[src/rtl/serialize.sv]
// serialize -- width-reducing serializer.
//
// Accepts one packed word of ITEM_COUNT items (each ITEM_SIZE bits) and emits
// the items one per cycle, item 0 (LSBs) first, with out_last flagging the
// final item. The last item's output transfer may coincide with the next
// input transfer, so back-to-back words stream with no bubble.
//
// Ports
//   clk        in   single clock, rising edge
//   rst_n      in   asynchronous active-low reset
//   in_data    in   packed word, item i at [ITEM_SIZE*(i+1)-1 : ITEM_SIZE*i]
//   in_valid   in   in_data is valid
//   in_ready   out  word is accepted this cycle (independent of in_valid)
//   out_data   out  current item
//   out_valid  out  out_data is valid (independent of out_ready)
//   out_ready  in   downstream accepts out_data this cycle
//   out_last   out  out_data is the last item of the word
//
// state    | meaning
// ---------+-----------------------------------------------------------
// ST_EMPTY | no word held; in_ready=1 once out of reset, out_valid=0
// ST_BUSY  | word held in word_q, item idx_q presented on out_data

module serialize #(
   parameter int ITEM_SIZE  = 8,
   parameter int ITEM_COUNT = 3
) (
   input  logic                            clk,
   input  logic                            rst_n,
   input  logic [ITEM_SIZE*ITEM_COUNT-1:0] in_data,
   input  logic                            in_valid,
   output logic                            in_ready,
   output logic [ITEM_SIZE-1:0]            out_data,
   output logic                            out_valid,
   input  logic                            out_ready,
   output logic                            out_last
);

   localparam int WORD_W = ITEM_SIZE * ITEM_COUNT;
   localparam int IDX_W  = (ITEM_COUNT > 1) ? $clog2(ITEM_COUNT) : 1;
   localparam logic [IDX_W-1:0] IDX_LAST = IDX_W'(ITEM_COUNT - 1);

   typedef enum logic {
      ST_EMPTY = 1'b0,
      ST_BUSY  = 1'b1
   } state_t;

   state_t             state_q, state_d;
   logic [IDX_W-1:0]   idx_q, idx_d;
   logic [WORD_W-1:0]  word_q, word_d;
   // Low during reset and until the first edge after release, so in_ready
   // stays low while reset is applied and rises on the first clock edge.
   logic               live_q;

   logic               busy;
   logic               last;
   logic               in_xfer;
   logic               out_xfer;
   logic [ITEM_SIZE-1:0] item_sel;

   always_ff @(posedge clk or negedge rst_n) begin
      if (!rst_n) begin
         state_q <= ST_EMPTY;
         idx_q   <= '0;
         word_q  <= '0;
         live_q  <= 1'b0;
      end else begin
         state_q <= state_d;
         idx_q   <= idx_d;
         word_q  <= word_d;
         live_q  <= 1'b1;
      end
   end

   // Item multiplexer: selects held item idx_q.
   always_comb begin
      item_sel = '0;
      for (int i = 0; i < ITEM_COUNT; i++) begin
         if (idx_q == IDX_W'(i)) begin
            item_sel = word_q[i*ITEM_SIZE +: ITEM_SIZE];
         end
      end
   end

   always_comb begin
      state_d = state_q;
      idx_d   = idx_q;
      word_d  = word_q;

      busy      = (state_q == ST_BUSY);
      last      = busy && (idx_q == IDX_LAST);
      out_valid = busy;
      out_last  = last;
      out_data  = busy ? item_sel : '0;
      // In BUSY a new word can only enter as the last item leaves.
      in_ready  = live_q && (!busy || (out_ready && last));

      in_xfer   = in_valid && in_ready;
      out_xfer  = busy && out_ready;

      unique case (state_q)
         ST_EMPTY: begin
            if (in_xfer) begin
               word_d  = in_data;
               idx_d   = '0;
               state_d = ST_BUSY;
            end
         end
         ST_BUSY: begin
            if (out_xfer) begin
               if (!last) begin
                  idx_d = idx_q + IDX_W'(1);
               end else if (in_xfer) begin
                  word_d = in_data;
                  idx_d  = '0;
               end else begin
                  idx_d   = '0;
                  state_d = ST_EMPTY;
               end
            end
         end
         default: begin
            state_d = ST_EMPTY;
            idx_d   = '0;
         end
      endcase
   end

endmodule

[config.mk]
export PLATFORM = sky130hd
export DESIGN_NAME = serialize
export DESIGN_NICKNAME = d
export VERILOG_FILES = /design/src/rtl/serialize.sv
export SDC_FILE = /design/constraint.sdc
export NUM_CORES = 1
export LEC_CHECK = 0
export CORE_AREA = 2 2 59 61
export DETAILED_ROUTE_END_ITERATION = 6
export DIE_AREA = 0 0 61 63
export PLACE_DENSITY = 0.75
export SETUP_SLACK_MARGIN = 0.2
export SYNTH_ARGS = -nofsm -noshare
export SYNTH_HDL_FRONTEND = slang
export SYNTH_SLANG_ARGS = --single-unit
export TNS_END_PERCENT = 30
[constraint.sdc]
create_clock -name clk -period 1.9 [get_ports clk]
set_input_delay 0.38 -clock clk [delete_from_list [all_inputs] [get_ports clk]]
set_output_delay 0.38 -clock clk [all_outputs]
set_load 0.01 [all_outputs]
# Yosys cells after proc, flatten, opt, wreduce, memory -nomap -nowiden
# Cells that the tools add are included.
# W data, S select, Z words.
# totals
reg_bits,28
latch_bits,0
ram_bits,0
mem_bits_ro,0
out_inout_bits,11
wordCells,37
n_memories,0
# classes
n_addsub,1
multipliers,0
div,0
magnitude_cmp,0
n_eq_ne,5
shifts,0
n_mux,16
bitwise_logic,1
n_reduce_logical,10
# op_table
op,n
$mux W24,3
$pmux W24 S2,1
$mux W8,4
$mux W2,3
$logic_and A1 B1 Y1,5
$ne A2 B2 Y1 const B,2
$pmux W2 S2,1
$reduce_and A2 Y1,2
$mux W1,3
$add A2 B1 Y2 const B,1
$eq A2 B1 Y1 const B,1
$eq A2 B2 Y1 const B,1
$logic_not A2 Y1,1
$ne A2 B1 Y1 const B,1
$pmux W1 S2,1
$logic_not A1 Y1,1
$logic_or A1 B1 Y1,1
$not A1 Y1,1

# Longest topological paths before layout
# depth
depth_word,10
depth_mapped,4

# Worst setup path before layout
# Ideal clock, no wire load.
# synth_timing
path_kind,register -> output
from,register idx_q[1]
to,output out_data[0]
arrival_time_ps,1250
slack_ps,270
stages_incl_launch_ff,5
n_path_buf,1
cell_sequence,dfrtp_1 buf_4 mux2i_1 or2_2 a21boi_0
# synth_between
elab_chain_len,5
word_cells_on_any_way,7
cone_classes,2 x eq/ne; 4 x mux; 1 x reduce/logical
# synth_lines
element,line_no,text
from (decl),49,"logic [IDX_W-1:0] idx_q, idx_d;"
from (signal assigned),69,idx_q <= idx_d;
$logic_not A2 Y1,79,if (idx_q == IDX_W'(i)) begin
$mux W8 (2 in series),79,
$mux W8 (*),79,
$mux W8 (*),94,out_data = busy ? item_sel : '0;
to (decl),33,"output logic [ITEM_SIZE-1:0] out_data,"
# Every way passes the cells marked *; elsewhere a longest branch is shown, timed or not.

# Worst setup path after layout
# layout_timing
from,register idx_q[1]
to,output in_ready
# layout_between
elab_chain_len,5
# layout_lines
element,line_no,text
$eq A2 B2 Y1,91,last = busy && (idx_q == IDX_LAST);
$logic_and A1 B1 Y1,91,
$logic_and A1 B1 Y1,96,in_ready = live_q && (!busy || (out_ready && last));
$logic_or A1 B1 Y1,96,
$logic_and A1 B1 Y1,96,
to (decl),32,"output logic in_ready,"
# No other way between the ends.

==> results.toml <==
[outcome]
outcome = "finished, violations left"
violations = "negative setup slack"

[clock_network]
clockBufferDepth = 2
ctsHoldBuffers = 0
cts_tree = "yes"
cts.sinks = 28
cts.clk_slew.worst_paths_ns = 0.16
ctsRootBufferMaster = "clkbuf_4"
cts_buffers = 3
cts_htree_levels = 1
clk_latency_ns = 0.33

[synth]
netlist_instances = 105
synth-async-reset-ratio = 1.00
synth-edff-count = 0
ys_types = 19
ys_seq_area_frac = 0.490
synth_top_area_cell = "dfrtp_1"
synth-seq-cells = 28
ys_warn_count = 0
ys.flop_type = "dfrtp_1"
synth_top_area_frac = 0.490
synth_area_um2 = 1430
synth_commonest_cells = "dfrtp_1 (28), mux2_4 (20), nand2_1 (12)"
synth.most_common_cell = "dfrtp_1"
synth_nets = 133
synth_area_leaders = "dfrtp_1 (49%), mux2_4 (21%), mux2i_1 (5.6%), a21boi_0 (4.2%), or2_2 (3.5%)"
avgSynthCellArea_um2 = 13.6

[power]
p_int_uw = 2370
clkPwrFrac = 0.113
seqPwrFrac = 0.311
p_comb_frac = 0.576
switching_share = 0.319
switching_power_uw = 1110
p_leak_uw = 0.000996
peakVddDrop_mv = 0.530
power_per_cell_area_nw_per_um2 = 1610

[floorplanning]
die_x_um = 61
initial_core_util = 0.442
ios = 39
rows = 21
core_area_um2 = 3230
die-area_um2 = 3840
die_h_um = 63

[setup_path]
r2r_end = "out_valid"
cp.arrival_ns = 1.57
crit_path_start = "idx_q[1]"
crit_path_end_kind = "primary output"
crit_type = "flop to primary output"
crit_required_ns = 1.52
timing.rr.start = "idx_q[1]"
crit_fanout = 8
rrSetupSlack_ns = 0.04
setup.worst_path.start_class = "flop"
rr_worst_depth = 13

[grt]
gr-total-overflow = 0
antenna_found_initial = 0
grt_pass1_wl_um = 5690
grt_max_degree = 29
grt_pass1_vias = 1109
groute.usage.overall = 0.198

[min_path]
hold_path.class = "primary input to async pin"

[drt]
drcViolationCount = 0
drt_wl_total_um = 3500
ant_nets = 0
vias_per_cell = 4.78
wl_per_cell_um = 16.6
dr.pass1.iters = 4
routed-via-count = 1009
drt_iter0_markers = 21

[cells_and_area]
areaGrowthSynthToFinish_pct = 51.2
finalCoreUtilization = 0.669
finalNonFillerCells = 211
drive_gt1_frac = 0.515
fin_nets = 194
diodes = 0
fin_area_um2 = 2160

[placed_design]
dp.cells = 197
dpl.hpwl_um = 2190
io_buffers = 38
placed_area_um2 = 1950
pre_cts_ws_ns = -0.205
globalplace.congestion = 0.791

[sta]
min_period_ns = 1.95
tns_ns = -0.337
finalHoldViolations = 0
slew_viol_final = 0
rsz0062_at_grt = "yes"
setup_ws_ns = -0.0538
clock.fmax_mhz = 512
finalSetupViolations = 9
clock_skew_ns = 0.0142
post-route-period-util = 1.03

[job]
max_cap_violations = 0
[metal layers]
layer  track usage  up-vias  wire, µm
li1              -      483         -
met1         0.263      494      1550
met2         0.323       26      1750
met3        0.0352        6       128
met4        0.0625        0        68
met5             0        -         0
[final cells by class]
class	instances	area, µm²
clock buffer	3	22.5
timing repair buffer	62	593
sequential	28	702
tap	46	57.6
clock inverter	1	30.0
fill	236	1070
multi-input combinational	71	756
[layout by cell type (no fill, tap or decap)]
cell / instances
clkdlybuf4s50_1: 27
or2_2: 2
bufinv_16: 1
a32o_1: 1
or2_4: 6
mux2i_1: 8
clkbuf_4: 3
o21a_1: 1
a21oi_4: 1
nand2_4: 2
dfrtp_2: 1
nand3b_4: 1
and2_4: 2
a22o_1: 1
a21boi_2: 4
nor2b_4: 2
buf_6: 9
buf_2: 8
buf_8: 1
buf_12: 3
dfrtp_1: 27
conb_1: 1
nand2_1: 8
buf_4: 13
mux2_4: 22
nor2b_1: 1
mux2_2: 2
a21boi_1: 4
dlygate4sd2_1: 1
nand2_2: 2
[metrics by stage]
stage	hold WS (ns)	power [µW]
floorplan	0.0844	2000
global placement	0.493	2670
detailed placement	0.496	2720
CTS	0.423	3380
global route	0.425	3670
finish	0.409	3490
[worst max-delay path by stage]
stage | slack [ns] | endpoint | depth (start not counted)
4_1_cts | -0.06 | out_data[4] | 5
5_1_grt | -0.15 | out_data[5] | 5
3_3_place_gp | -0.19 | in_ready | 5
6_report | -0.05 | in_ready | 7
2_1_floorplan | 0.27 | out_data[0] | 4
3_5_place_dp | -0.21 | in_ready | 5
[worst max-delay path, stage by stage, from the launching register on]
cell and delay [ns]:
dfrtp_1 0.45, buf_12 0.16, buf_4 0.13, buf_8 0.12
nand3b_4 0.09, nand2_4 0.05, and2_4 0.13, buf_6 0.11
[power groups by stage]
| stage | Combinational (µW) | Sequential [µW] | Clock, µW |
|---|---|---|---|
| global placement | 1610 | 1060 | 0 |
| CTS | 1910 | 1070 | 399 |
| finish | 2010 | 1080 | 393 |
| floorplan | 973 | 1030 | 0 |
| global route | 2130 | 1110 | 426 |
| detailed placement | 1640 | 1080 | 0 |
[repair_timing]
| item | CTS | global route |
|---|---|---|
| endpoints found under the setup margin | 35 | 35 |
| resized for setup | 80 | 7 |
| pin swaps | 8 | 5 |
| hold endpoints to repair | 0 | 0 |
| buffers inserted | 9 | 1 |
[flip-flops by register name, indices dropped and copies added (netlist names)]
| register | cells |
|---|---|
| word_q | 24 |
| out_valid | 1 |
| live_q | 1 |
| idx_q | 2 |
[cells by family (layout without fill, tap and decap cells)]
logic type | count (synthesis) | count (layout) | synth area share
mux | 32 | 32 | 0.298
flops | 28 | 28 | 0.490
simple gates | 26 | 26 | 0.0963
compound gates | 12 | 12 | 0.0718
buf+inv | 6 | 66 | 0.0412
other cells | 1 | 1 | 0.00262
No activity file was read; power rests on OpenSTA's default activity.
